File: src/rtl/secuenciador_led_pkg.sv
// Shared types and widths for the LED reaction game (state encoding, score/lives widths).
package secuenciador_led_pkg;

    localparam int PUNTOS_W = 4;
    localparam int VIDAS_W  = 2;
    localparam int DEB_W    = 4;
    localparam logic [DEB_W-1:0] DEB_MAX = 4'd15;
    localparam logic [15:0] PAT_PAR_16 = 16'h5555;

    typedef enum logic [2:0] {
        INICIO  = 3'd0,
        BARRIDO = 3'd1,
        ACIERTO = 3'd2,
        FALLO   = 3'd3,
        FIN     = 3'd4
    } estado_t;

    typedef enum logic {
        SUBE = 1'b0,
        BAJA = 1'b1
    } dir_t;

endpackage

File: src/rtl/secuenciador_led_sincronizador_flanco.sv
// Two-flop synchronizer for an asynchronous input plus a rising-edge detector.
module sincronizador_flanco (
    input  logic clock,
    input  logic reset,
    input  logic entrada,
    output logic nivel,
    output logic flanco
);

    logic s1, s2, s3;

    always_ff @(posedge clock or posedge reset) begin
        if (reset) begin
            s1 <= 1'b0;
            s2 <= 1'b0;
            s3 <= 1'b0;
        end else begin
            s1 <= entrada;
            s2 <= s1;
            s3 <= s2;
        end
    end

    // Combinational pulse so the consumer acts on the third edge after the input rise.
    assign nivel  = s2;
    assign flanco = s2 & ~s3;

endmodule

File: src/rtl/secuenciador_led.sv
// LED sweep reaction game: press the button when the lit LED is the target one.
// Optional button debounce filter enabled with macro SECUENCIADOR_LED_ANTIREBOTE_EN.
module secuenciador_led
    import secuenciador_led_pkg::*;
#(
    parameter int N_LEDS      = 8,
    parameter int OBJETIVO    = 3,
    parameter int VIDAS       = 3,
    parameter int FLASH_PASOS = 4
) (
    input  logic                clock,
    input  logic                reset,
    input  logic                paso,
    input  logic                boton,
    output logic [N_LEDS-1:0]   leds,
    output logic [PUNTOS_W-1:0] puntos,
    output logic [VIDAS_W-1:0]  vidas,
    output logic                fin
);

    localparam int PW = $clog2(N_LEDS);
    localparam int FW = $clog2(FLASH_PASOS) + 1;
    localparam logic [PW-1:0]      POS_MAX   = PW'(N_LEDS - 1);
    localparam logic [PW-1:0]      POS_OBJ   = PW'(OBJETIVO);
    localparam logic [FW-1:0]      FLASH_FIN = FW'(FLASH_PASOS - 1);
    localparam logic [VIDAS_W-1:0] VIDAS_INI = VIDAS_W'(VIDAS);
    localparam logic [N_LEDS-1:0]  PAT_PAR   = N_LEDS'(PAT_PAR_16);
    localparam logic [N_LEDS-1:0]  PAT_IMPAR = ~PAT_PAR;

    logic paso_nivel, paso_pulso;
    logic boton_nivel, boton_flanco, boton_pulso;

    sincronizador_flanco u_sinc_paso (
        .clock   (clock),
        .reset   (reset),
        .entrada (paso),
        .nivel   (paso_nivel),
        .flanco  (paso_pulso)
    );

    sincronizador_flanco u_sinc_boton (
        .clock   (clock),
        .reset   (reset),
        .entrada (boton),
        .nivel   (boton_nivel),
        .flanco  (boton_flanco)
    );

`ifdef SECUENCIADOR_LED_ANTIREBOTE_EN
    logic [DEB_W-1:0] deb_cnt;
    logic             deb_hecho;

    // Level must stay high 16 clocks; one pulse per press, release rearms.
    always_ff @(posedge clock or posedge reset) begin
        if (reset) begin
            deb_cnt   <= '0;
            deb_hecho <= 1'b0;
        end else if (!boton_nivel) begin
            deb_cnt   <= '0;
            deb_hecho <= 1'b0;
        end else if (deb_cnt != DEB_MAX) begin
            deb_cnt <= deb_cnt + 1'b1;
        end else if (boton_pulso) begin
            deb_hecho <= 1'b1;
        end
    end

    assign boton_pulso = boton_nivel && (deb_cnt == DEB_MAX) && !deb_hecho;

    logic unused_ok;
    assign unused_ok = &{1'b0, paso_nivel, boton_flanco};
`else
    assign boton_pulso = boton_flanco;

    logic unused_ok;
    assign unused_ok = &{1'b0, paso_nivel, boton_nivel};
`endif

    estado_t             estado, estado_n;
    dir_t                dir, dir_n;
    logic [PW-1:0]       pos, pos_n;
    logic [FW-1:0]       cnt, cnt_n;
    logic [PUNTOS_W-1:0] puntos_n;
    logic [VIDAS_W-1:0]  vidas_n;
    logic [N_LEDS-1:0]   leds_n;

    always_ff @(posedge clock or posedge reset) begin
        if (reset) begin
            estado <= INICIO;
            dir    <= SUBE;
            pos    <= '0;
            cnt    <= '0;
            puntos <= '0;
            vidas  <= VIDAS_INI;
            leds   <= '0;
            fin    <= 1'b0;
        end else begin
            estado <= estado_n;
            dir    <= dir_n;
            pos    <= pos_n;
            cnt    <= cnt_n;
            puntos <= puntos_n;
            vidas  <= vidas_n;
            leds   <= leds_n;
            fin    <= (estado_n == FIN);
        end
    end

    always_comb begin
        estado_n = estado;
        dir_n    = dir;
        pos_n    = pos;
        cnt_n    = cnt;
        puntos_n = puntos;
        vidas_n  = vidas;
        leds_n   = '0;

        case (estado)
            INICIO: begin
                if (boton_pulso) begin
                    estado_n = BARRIDO;
                    pos_n    = '0;
                    dir_n    = SUBE;
                    puntos_n = '0;
                    vidas_n  = VIDAS_INI;
                end
            end
            BARRIDO: begin
                // The button wins over a coincident tick and is judged on the current pos.
                if (boton_pulso) begin
                    cnt_n = '0;
                    if (pos == POS_OBJ) begin
                        estado_n = ACIERTO;
                        if (puntos != '1) puntos_n = puntos + 1'b1;
                    end else begin
                        estado_n = FALLO;
                        vidas_n  = vidas - 1'b1;
                    end
                end else if (paso_pulso) begin
                    if (dir == SUBE) begin
                        if (pos == POS_MAX) begin
                            dir_n = BAJA;
                            pos_n = pos - 1'b1;
                        end else begin
                            pos_n = pos + 1'b1;
                        end
                    end else begin
                        if (pos == '0) begin
                            dir_n = SUBE;
                            pos_n = pos + 1'b1;
                        end else begin
                            pos_n = pos - 1'b1;
                        end
                    end
                end
            end
            ACIERTO, FALLO: begin
                if (paso_pulso) begin
                    if (cnt == FLASH_FIN) begin
                        cnt_n = '0;
                        pos_n = '0;
                        dir_n = SUBE;
                        estado_n = (estado == FALLO && vidas == '0) ? FIN : BARRIDO;
                    end else begin
                        cnt_n = cnt + 1'b1;
                    end
                end
            end
            FIN: begin
                if (boton_pulso) estado_n = INICIO;
            end
            default: begin
                estado_n = INICIO;
            end
        endcase

        // LEDs are registered from the next-state view so they change with the state.
        case (estado_n)
            BARRIDO: leds_n[pos_n] = 1'b1;
            ACIERTO: leds_n = '1;
            FALLO:   leds_n = cnt_n[0] ? PAT_IMPAR : PAT_PAR;
            FIN:     leds_n[PUNTOS_W-1:0] = puntos_n;
            default: leds_n = '0;
        endcase
    end

endmodule

File: config.mk
export PLATFORM = sky130hd
export DESIGN_NAME = secuenciador_led
export DESIGN_NICKNAME = d
export VERILOG_FILES = /design/src/rtl/secuenciador_led_pkg.sv /design/src/rtl/secuenciador_led_sincronizador_flanco.sv /design/src/rtl/secuenciador_led.sv
export SDC_FILE = /design/constraint.sdc
export NUM_CORES = 1
export LEC_CHECK = 0
export ABC_CLOCK_PERIOD_IN_PS = 2400
export CAP_MARGIN = 20
export CORE_ASPECT_RATIO = 0.6
export CORE_MARGIN = 5
export CORE_UTILIZATION = 55
export CTS_CLUSTER_DIAMETER = 80
export CTS_CLUSTER_SIZE = 25
export DETAILED_ROUTE_END_ITERATION = 8
export PLACE_DENSITY = 0.79
export SYNTH_ARGS = -nofsm -noshare
export SYNTH_HDL_FRONTEND = slang
export SYNTH_SLANG_ARGS = --single-unit
export TNS_END_PERCENT = 1
File: constraint.sdc
create_clock -name clock -period 2.4 [get_ports clock]
set_input_delay 0.24 -clock clock [delete_from_list [all_inputs] [get_ports clock]]
set_output_delay 0.24 -clock clock [all_outputs]
set_load 0.05 [all_outputs]
---- After elaboration in Yosys (flattened, before gate mapping) ----
Cells that the tools add are included.
operators by class
  add/subtract/negate cells ............... 5
  $lt $le $gt $ge ......................... 2
  equal/unequal tests ..................... 19
  mux-type cells .......................... 44
  bitwise gates (word level) .............. 4
  reductions and logical operators ........ 12
operators by type and width
  kind                   count
  $mux W3                17
  $eq A3 B2 Y1 const B   6
  $mux W4                4
  $pmux W4 S4            1
  $ne A2 B2 Y1 const B   7
  $pmux W3 S4            1
  $pmux W4 S3            1
  $mux W1                10
  $eq A3 B3 Y1 const B   3
  $pmux W3 S3            1
  $mux W8                1
  $pmux W4 S2            1
  $add A3 B1 Y3 const B  2
  $eq A3 B1 Y1 const B   2
  $logic_not A3 Y1       2
  $mux W2                3
  $pmux W3 S2            1
  $reduce_and A6 Y1      1
  $add A4 B1 Y4 const B  1
  $lt A3 B4 Y1 const B   1
  $ne A4 B4 Y1 const B   1
  $pmux W2 S2            1
  $reduce_and A4 Y1      1
  $reduce_bool A2 Y1     2
  12 further kinds       15
word-level totals
  register bits ........................... 31
  output and inout bits ................... 15

---- Depth between registers and ports, before layout ----
Gate-level depths: netlist (run 1).
  depth in word-level cells ............... 11
  mapped depth ............................ 9
  depth with buffers taken out ............ 9

---- Cells and area by module ----
A second synthesis (run 1) with hierarchy kept.
second synthesis, totals
  cell total of the unflattened synthesis .. 157
  area, all modules ....................... 1667.8 um^2
modules (own cells, without submodules)
  module                instances  cells an instance  area each (um^2)  seq. area each (um^2)
  secuenciador_led      1          147                1482.7            628.1
  sincronizador_flanco  2          5                  92.6              75.1

---- Worst setup path before layout (run 1) ----
Ideal clock, no wire load.
  path kind ............................... flip-flop to flip-flop
  start point ............................. register vidas[0]
  end point ............................... register leds[3]
  library setup time ...................... 0.101 ns
  arrival ................................. 2.045 ns
  data required time ...................... 2.299 ns
  path slack .............................. 0.255 ns
  stages on the path, launching flop included .. 9
  path buffers ............................ 0
  period minus slack after synthesis ...... 2.145 ns
  path through ............................ dfstp_2 > inv_1 > ha_1 > nand3_1 > mux2i_1 > or4_4 > a211oi_2 > nand2b_1 > o311ai_2
on the way
  word-level cells in the longest chain between the ends .. 8
RTL lines
  item                                  line                     source
  start, declared                       secuenciador_led.sv:17   output logic [VIDAS_W-1:0] vidas,
  start signal, assigned                secuenciador_led.sv:103  vidas <= vidas_n;
  $logic_not A2 Y1 (*)                  secuenciador_led.sv:163  estado_n = (estado == FALLO && vidas == '0) ? FIN : BARRIDO;
  $logic_and A1 B1 Y1 (*)               secuenciador_led.sv:163
  $mux W3 (*)                           secuenciador_led.sv:163
  $mux W3 (*)                           secuenciador_led.sv:159  if (cnt == FLASH_FIN) begin
  $mux W3 (*)                           secuenciador_led.sv:158  if (paso_pulso) begin
  $pmux W3 S4 (*)                       secuenciador_led.sv:118  case (estado)
  $eq A3 B3 Y1 (tied with other cells)  secuenciador_led.sv:178  case (estado_n)
  $pmux W4 S4 (*)                       secuenciador_led.sv:178
  via leds_n[3]                         secuenciador_led.sv:85   logic [N_LEDS-1:0] leds_n;
  end signal, assigned                  secuenciador_led.sv:104  leds <= leds_n;
  end, declared                         secuenciador_led.sv:15   output logic [N_LEDS-1:0] leds,
Mark *: on every way through the listed nets, which the timed path passes. The rest lies on a longest branch.
A chain may end at the register's enable or synchronous reset.

---- Worst setup path after layout (run 1) ----
  start point ............................. register pos[1]
  end point ............................... register leds[5]
on the way
  word-level cells in the longest chain between the ends .. 11
RTL lines
  item                                                                line                                              source
  start, declared                                                     secuenciador_led.sv:81                            logic [PW-1:0] pos, pos_n;
  start signal, assigned                                              secuenciador_led.sv:100                           pos <= pos_n;
  $add A3 B1 Y3 (tied with other cells)                               secuenciador_led.sv:145, secuenciador_led.sv:150
  $mux W3, on equally long branches                                   secuenciador_led.sv:141, secuenciador_led.sv:148
  $mux W3                                                             secuenciador_led.sv:140                           if (dir == SUBE) begin
  $mux W3                                                             secuenciador_led.sv:139                           end else if (paso_pulso) begin
  $mux W3                                                             secuenciador_led.sv:130                           if (boton_pulso) begin
  $pmux W3 S3                                                         secuenciador_led.sv:118
  $lt A3 B4 Y1 (implied by the code) or $ge A3 B1 Y1 (tied branches)  secuenciador_led.sv:179                           BARRIDO: leds_n[pos_n] = 1'b1;
  $logic_and A1 B1 Y1 (implied by the code)                           secuenciador_led.sv:179
  $mux W1 (implied by the code)                                       secuenciador_led.sv:179
  $demux W1 S3                                                        secuenciador_led.sv:179
  $pmux W4 S3 (*)                                                     secuenciador_led.sv:178
  via leds_n[5]                                                       secuenciador_led.sv:85
Marked as above.

==> impl_metrics.yaml, run 1 <==
clock_network:
  htreeDepth: 2
  clkLatencyLatePin_ps: 280
  cts_buffer_depth: 2
  root_buffer: "clkbuf_8"
  cts_buffers: 5
  postCtsHoldBufs: 0
  clk_pin_slew_ps: 60
  postCtsSetupBuffers: 0
  cts_num_sinks: 31
  cts_tree: "yes"
  ctsResizeCount: 0
hold_path:
  hp-class: "in -> async"
logic_synthesis:
  synth-simple-area-share: 0.1754
  synth_commonest_cells: "29 x dfrtp_1, 16 x inv_1, 15 x nand2_1"
  synth_cells: 161
  synth_top_area_cell: "dfrtp_1"
  synth_top_family_by_area: "compound AO/OA/AOI/OAI gates"
  synth_area_leaders: "dfrtp_1 45%, ha_1 5.4%, a21oi_1 3.7%"
  synthArstFlopShare: 1.000
  syn_area_um2: 1619
  yosysMostFrequentCell: "dfrtp_1"
  synth_fp_nets: 172
  synthXorXnorAreaFrac: 0.005410
  ys.flop_type: "dfrtp_1"
  synth_cell_types: 52
  yosys_warnings: 0
  synth_edf_count: 0
  ys_seq_area_frac: 0.4807
  yosys.area_share.adder: 0.05410
  muxShareOfSynthArea: 0.02705
  synth_compound_area_frac: 0.2002
  syn-mean-instance-area_um2: 10.06
  synth_seq_cells: 31
  netlist.area_leader.share: 0.4482
critical_path:
  required_ps: 2590
  worst_r2r_path_depth: 7
  critical_path.max_fanout: 5
  start_kind: "register"
  path_class: "reg -> reg"
  crit_arrival_ps: 2460
  end_kind: "register"
die:
  dieArea_um2: 4164
  dieHeight_um: 52.03
  initial_core_util: 0.5675
  core-area_um2: 2853
  rows: 15
  ios: 19
  die_x_um: 80.05
layout:
  layout-drive-gt1-share: 0.1283
  nNetsFinal: 197
  utilization: 0.6895
  synthToLayoutAreaGrowth_pct: 21.48
  nFillCells: 229
  antennaDiodeCount: 0
global_route:
  grt_pass1_vias: 1220
  overflow: 0
  grt_max_degree: 32
  grt_pass1_wl_um: 5816
  grt_util_all_layers: 0.1888
  antenna_found_initial: 0
placement:
  portBuffers: 18
  gp_congestion: 0.9578
  dp_hpwl_um: 2542
timing:
  max_freq_mhz: 440.0
  grt_setup_unrepaired: "false"
  tns_ps: 0
  setup_viol: 0
  min_period_over_period: 0.9469
  worst_pin_slew_ps: 505.9
  hold_viol_final: 0
  slew_headroom: 0.6617
  fin_worst_skew_ps: 3.379
  post-route-min-period_ps: 2272
  slew_violations: 0
power:
  cellLeakagePower_nw: 0.8764
  powerDensity_nw_per_um2: 1176
  ir_drop_uv: 823.4
route:
  drt_iter0_markers: 117
  dr.pass1.iters: 4
  avgRoutedWirePerCell_um: 15.14
  wirelength_um: 3468
  route.vias.total: 1340
  viasPerCell: 5.852
  drc: 0
  antenna_left: 0
job:
  drv_cap: 0
outcome:
  outcome: "finished, final reports clean"
logic make-up after synthesis:
group | Yosys count
AO/OA/AOI/OAI | 46
XOR/XNOR | 1
adder cells (fa/ha/maj) | 7
buffers and inverters | 22
flip-flops | 31
multiplexers | 4
AND/OR/NAND/NOR | 50
stage by stage:
| stage | power, W | setup WS, ps | hold WS, ps | cell area (um^2) | std cells |
|---|---|---|---|---|---|
| finish | 0.002313 | 127.5 | 341.2 | 1967 | 229 |
| global route | 0.002461 | 29.64 | 378.4 | 1967 | 229 |
| CTS | 0.002330 | 145.1 | 355.2 | 1961 | 229 |
| detailed placement | 0.001873 | 183.7 | 337.0 | 1861 | 221 |
| global placement | 0.001840 | 267.5 | 333.2 | 1861 | 221 |
| floorplan | 0.001547 | 254.9 | 271.4 | 1619 | 161 |
where the power goes:
group / total [W] / internal [W] / switching [W]
Sequential: 0.000769 / 0.000664 / 0.000104
Clock: 0.000439 / 0.000261 / 0.000178
Combinational: 0.00111 / 0.000407 / 0.000698
Total: 0.00231 / 0.00133 / 0.000981
cells in the final DEF, fill, tap and decap left out, types with 2 or more instances in the layout:
cell type        instances
dfrtp_1                 29
o21ai_0                  9
and3_1                   2
nor2_1                   5
clkdlybuf4s50_1         18
clkbuf_8                 7
buf_4                    5
inv_1                   16
nor3_1                   5
a21oi_1                 12
a31oi_1                  4
nor2b_1                  4
nand2_1                 15
nand2b_1                 4
dfstp_2                  2
nand3_1                  3
ha_1                     7
o211ai_1                 2
o31ai_1                  2
mux2i_1                  3
flip-flops by register name (all words and copies together), names as in the netlist, 2 cells and up:
register / cells
cnt: 3
leds: 8
vidas: 2
estado: 3
pos: 3
puntos: 4
final cells by class:
type                    count  area [um^2]  share of cell area
clock buffers               8        100.1             0.05089
inverters                  17        63.81             0.03244
multi-input cells         108        754.5              0.3836
flip-flops and latches     31        778.2              0.3957
well taps                  42        52.55             0.02672
repair buffers             23        217.7              0.1107
worst max-delay path, cell delays in order (launching register included):
cell      delay, ps
dfrtp_1         420
ha_1            250
nor4bb_2        200
nor3b_1         140
or4_4           530
a211oi_2        250
nand2_1         150
o31ai_1         240
path summary, 6_finish.rpt:
kind                                               start                     endpoint  slack, ps
min in group clock              u_sinc_paso.s1$_DFF_PP0_  u_sinc_paso.nivel$_DFF_PP0_        350
worst max register to register          pos[1]$_DFF_PP0_            leds[5]$_DFF_PP0_        130
worst max-delay path                    pos[1]$_DFF_PP0_            leds[5]$_DFF_PP0_        130
worst min register to register  u_sinc_paso.s1$_DFF_PP0_  u_sinc_paso.nivel$_DFF_PP0_        350
worst min-delay path                               reset             pos[0]$_DFF_PP0_        340
max in group asynchronous                          reset         vidas[0]$_DFFE_PP1P_       1730
metal layers:
metal  wire length [um]  vias up  GRT usage
met5                  0        -          0
li1                   -      626          -
met1               1607      652     0.2620
met2               1456       54     0.2486
met4                 70        0     0.1096
met3                333        8    0.06920
Power figures use the tool's default switching activity.
==> inputs of run 2 (changes only) <==
- CORE_ASPECT_RATIO: 0.6 -> not set
==> run 2 against run 1 <==
Effect of this change: critical path depth unchanged; sequential share of layout area up 1.6 points; first-iteration DRC count fell by 17%; worst setup slack improved by 5.8 ps; via count is 3.4% lower; sequential power is 0.9% lower; worst hold slack got worse by 78 ps; wire length shrank 2.1%; fmax rose by 0.25%; non-clock buffer count down 2; design area down 3.9%; highest routed layer unchanged; die area decreased by 0.86%.
==> impl_metrics.yaml, run 2 (synthesis results as in run 1) <==
outcome:
  outcome: "finished, final reports clean"
power:
  ir_drop_uv: 1311
  cellLeakagePower_nw: 0.8514
  powerDensity_nw_per_um2: 1132
  finalPower_w: 0.002139
die:
  ios: 19
  initial_core_util: 0.5821
  dieArea_um2: 4129
  core-area_um2: 2781
  rows: 19
  die_x_um: 64.26
  dieHeight_um: 64.26
timing:
  slew_headroom: 0.6546
  setup_viol: 0
  grt_setup_unrepaired: "false"
  layout_setup_ws_ps: 133.3
  max_freq_mhz: 441.2
  tns_ps: 0
  hold_viol_final: 0
  slew_violations: 0
  min_period_over_period: 0.9445
  worst_pin_slew_ps: 516.5
  fin_worst_skew_ps: 13.95
  post-route-min-period_ps: 2267
clock_network:
  htreeDepth: 2
  cts_buffer_depth: 2
  cts_num_sinks: 31
  cts_buffers: 5
  clk_pin_slew_ps: 100
  cts_tree: "yes"
  root_buffer: "clkbuf_4"
  clkLatencyLatePin_ps: 340
  postCtsSetupBuffers: 0
global_route:
  grt_util_all_layers: 0.1849
  grt_pass1_vias: 1248
  overflow: 0
  antenna_found_initial: 0
  grt_pass1_wl_um: 6085
  grt_max_degree: 32
placement:
  gp_congestion: 0.9232
  portBuffers: 18
  dp_hpwl_um: 2526
  dp_slack_ps: 188.2
critical_path:
  regToRegEndpoint: "leds[3]$_DFF_PP0_"
  worst_r2r_path_depth: 7
  r2r_setup_slack_ps: 130
  path_class: "reg -> reg"
  crit_arrival_ps: 2510
  critical_path.max_fanout: 5
  regToRegStartpoint: "pos[1]$_DFF_PP0_"
  start_kind: "register"
  end_kind: "register"
  required_ps: 2640
route:
  viasPerCell: 5.991
  drt_iter0_markers: 97
  drc: 0
  antenna_left: 0
  route.vias.total: 1294
  avgRoutedWirePerCell_um: 15.71
  dr.pass1.iters: 4
  wirelength_um: 3394
layout:
  largest_reg_flops: 8
  final_common_cell: "dfrtp_1"
  layout-drive-gt1-share: 0.1243
  nNetsFinal: 195
  reg_top3: "leds: 8 flops, puntos: 4 flops"
  largest-register: "leds"
  layout_common_cells: "29 x dfrtp_1, 18 x clkdlybuf4s50_1, 16 x inv_1"
  antennaDiodeCount: 0
  synthToLayoutAreaGrowth_pct: 16.69
  nFillCells: 216
hold_path:
  hp-class: "in -> async"
job:
  drv_cap: 0
==> run 2: cell types whose count changed in the layout (fill, tap and decap cells not counted), moves of 2 or more <==
cell,delta
clkbuf_8,-7
buf_4,-2
clkinv_2,+3
clkbuf_4,+5
==> run 2: repair_timing <==
item / CTS / global route
gates resized for setup: 0 / 2
hold buffers: 0 / 0
endpoints found under the setup margin: 0 / 1
==> run 2: worst max-delay path, cell delays in order, from the launching register on <==
cell	delay [ps]
dfrtp_1	430
ha_1	250
nor4bb_1	180
nor3b_1	150
or4_4	520
a211oi_2	240
nand2b_1	150
o311ai_2	240
==> run 2: layer usage <==
metal  share of wire  track usage
met1            0.45       0.2494
met2            0.47       0.2873
met3           0.071      0.05954
met4           0.014      0.04835
met5               0            0
==> run 2: power by group <==
part | total, W | leakage, nW | switching [W] | internal (W)
logic | 0.00108 | 0.435 | 0.000693 | 0.000389
registers | 0.000762 | 0.381 | 0.0000996 | 0.000662
clock network | 0.000295 | 0.0347 | 0.000186 | 0.000109
==> run 2: layout make-up <==
class | count | area [um^2] | area share
Timing Repair Buffer | 21 | 202.7 | 0.1073
Inverter | 17 | 63.81 | 0.03377
Sequential cell | 31 | 778.2 | 0.4119
Multi-Input combinational cell | 108 | 753.2 | 0.3987
Clock buffer | 5 | 37.54 | 0.01987
Clock inverter | 3 | 15.01 | 0.007947
Tap cell | 31 | 38.79 | 0.02053
==> run 2: worst max-delay path by stage <==
stage | slack (ps) | depth (start not counted) | from | endpoint
2_1_floorplan | 250 | 8 | vidas[0]$_DFFE_PP1P_ | leds[3]$_DFF_PP0_
3_3_place_gp | 270 | 6 | estado[1]$_DFF_PP0_ | leds[1]$_DFF_PP0_
3_5_place_dp | 190 | 7 | pos[1]$_DFF_PP0_ | leds[3]$_DFF_PP0_
4_1_cts | 160 | 7 | pos[1]$_DFF_PP0_ | leds[3]$_DFF_PP0_
5_1_grt | 30 | 7 | pos[1]$_DFF_PP0_ | leds[1]$_DFF_PP0_
6_report | 130 | 7 | pos[1]$_DFF_PP0_ | leds[3]$_DFF_PP0_
==> run 2: stage by stage <==
stage	instances	util	area [um^2]	hold slack, ps
after global routing	216	0.6793	1889	281.1
after floorplan	161	-	1619	271.4
after detailed placement	208	0.6586	1832	337.3
after CTS	216	0.6775	1884	272.5
after global placement	208	0.6586	1832	333.8
final	216	0.6793	1889	263.1
==> inputs of run 3 (changes only) <==
- CORE_ASPECT_RATIO: not set -> 0.7
==> run 3 against run 2 <==
Effect of this change: non-clock buffer count is the same; combinational power is essentially flat; first-iteration DRC count grew 48%; power grew 7.8%.
==> impl_metrics.yaml, run 3 (synthesis results as in run 1) <==
outcome:
  outcome: "finished, final reports clean"
timing:
  worst_pin_slew_ps: 509.4
  slew_headroom: 0.6593
  setup_viol: 0
  max_freq_mhz: 441.7
  tns_ps: 0
  layout_setup_ws_ps: 136.0
  hold_viol_final: 0
  fin_worst_skew_ps: 8.703
  grt_setup_unrepaired: "false"
  min_period_over_period: 0.9433
  post-route-min-period_ps: 2264
  slew_violations: 0
power:
  pwr-share-seq: 0.331
  intPower_w: 0.001312
  powerDensity_nw_per_um2: 1183
  switching_power_w: 0.0009935
  ir_drop_uv: 562.1
  p_sw_frac: 0.4310
  pwr-share-comb: 0.471
  cellLeakagePower_nw: 0.8663
  p_clk_frac: 0.198
layout:
  final_common_cell: "dfrtp_1"
  synthToLayoutAreaGrowth_pct: 20.32
  largest-register: "leds"
  layout_common_cells: "29 x dfrtp_1, 18 x clkdlybuf4s50_1, 16 x inv_1"
  multi_input_area_um2: 754.5
  seqCellArea_um2: 778.2
  reg_top3: "leds: 8 flops, puntos: 4 flops"
  largest_reg_flops: 8
  layout-drive-gt1-share: 0.1243
  nNetsFinal: 195
  nFillCells: 217
  final_cells: 221
  antennaDiodeCount: 0
  utilization: 0.6951
global_route:
  grt_max_degree: 32
  grt_util_all_layers: 0.1940
  grt_pass1_vias: 1277
  antenna_found_initial: 0
  overflow: 0
  grt_pass1_wl_um: 6065
route:
  drc: 0
  dr.pass1.iters: 4
  drt_iter0_markers: 144
  wirelength_um: 3604
  wl_met2_um: 1673
  avgRoutedWirePerCell_um: 16.31
  wl_met1_um: 1544
  wl_met3_um: 285
  highest_layer: "met4"
  route.vias.total: 1332
  viasPerCell: 6.027
  antenna_left: 0
die:
  dieArea_um2: 4146
  dieHeight_um: 55.40
  core-area_um2: 2803
  die_x_um: 74.85
  initial_core_util: 0.5777
  rows: 16
  ios: 19
hold_path:
  hp-class: "in -> async"
clock_network:
  cts_num_sinks: 31
  cts_buffers: 5
  cts_tree: "yes"
  postCtsSetupBuffers: 0
  cts_buffer_depth: 2
  htreeDepth: 2
  clkLatencyLatePin_ps: 290
  postCtsHoldBufs: 0
  root_buffer: "clkbuf_8"
  ctsResizeCount: 0
  clk_pin_slew_ps: 70
critical_path:
  start_kind: "register"
  critical_path.max_fanout: 5
  crit_arrival_ps: 2450
  path_class: "reg -> reg"
  end_kind: "register"
  required_ps: 2590
placement:
  dp_hpwl_um: 2655
  dp_slack_ps: 93.57
  portBuffers: 18
  gp_congestion: 0.8872
  dp_cells: 213
job:
  drv_cap: 0
-- run 3: cell types whose count changed in the layout (fill, tap and decap cells not counted) --
cell	before	now
clkinv_2	3	0
clkbuf_4	5	0
clkinvlp_4	0	1
o31ai_2	1	0
nor4bb_1	1	0
o31ai_1	1	2
clkbuf_8	0	7
nor4bb_2	0	1
-- run 3: per-stage QoR --
step                      total power (W)  instance area [um^2]  hold WS (ps)
after floorplan                  0.001547                  1619         271.4
after global placement           0.001808                  1838         333.4
after detailed placement         0.001856                  1838         337.1
after CTS                        0.002318                  1942         323.6
after global routing             0.002451                  1948         360.0
final                            0.002305                  1948         327.1
-- run 3: worst max-delay path, cell delays in order, from the launching register on --
cell	delay, ps
dfrtp_1	420
ha_1	250
nor4bb_2	210
nor3b_1	150
or4_4	520
a211oi_2	210
nand2_1	170
o21ai_0	250
-- run 3: power by group through the flow --
stage / logic [W] / clock network, W / registers (W)
after global placement: 0.00104 / 0 / 0.000764
after global routing: 0.00117 / 0.000500 / 0.000782
after floorplan: 0.000524 / 0 / 0.00102
final: 0.00109 / 0.000456 / 0.000762
after CTS: 0.00109 / 0.000469 / 0.000763
after detailed placement: 0.00108 / 0 / 0.000773
-- run 3: worst paths after layout --
kind | start | to | slack, ps | cells after the start
setup / recovery | pos[1]$_DFF_PP0_ | leds[6]$_DFF_PP0_ | 140 | 7
setup reg to reg | pos[1]$_DFF_PP0_ | leds[6]$_DFF_PP0_ | 140 | 7
hold / removal | reset | cnt[2]$_DFFE_PP0P_ | 330 | 3
min in group clock | u_sinc_paso.s1$_DFF_PP0_ | u_sinc_paso.nivel$_DFF_PP0_ | 350 | 0
hold reg to reg | u_sinc_paso.s1$_DFF_PP0_ | u_sinc_paso.nivel$_DFF_PP0_ | 350 | 0
max in group asynchronous | reset | vidas[0]$_DFFE_PP1P_ | 1760 | 3
-- run 3: metal layers --
layer / GRT usage / vias to the layer above
li1: - / 625
met1: 0.2672 / 636
met2: 0.2767 / 57
met3: 0.06159 / 14
met4: 0.08376 / 0
met5: 0 / -
-- run 3: cell type report --
cell class,instances,share of cell area
clock buffers,7,0.04945
clock inverters,1,0.003854
inverters,17,0.03276
multi-input cells,108,0.3873
flip-flops and latches,31,0.3995
well taps,36,0.02312
repair buffers,21,0.1040
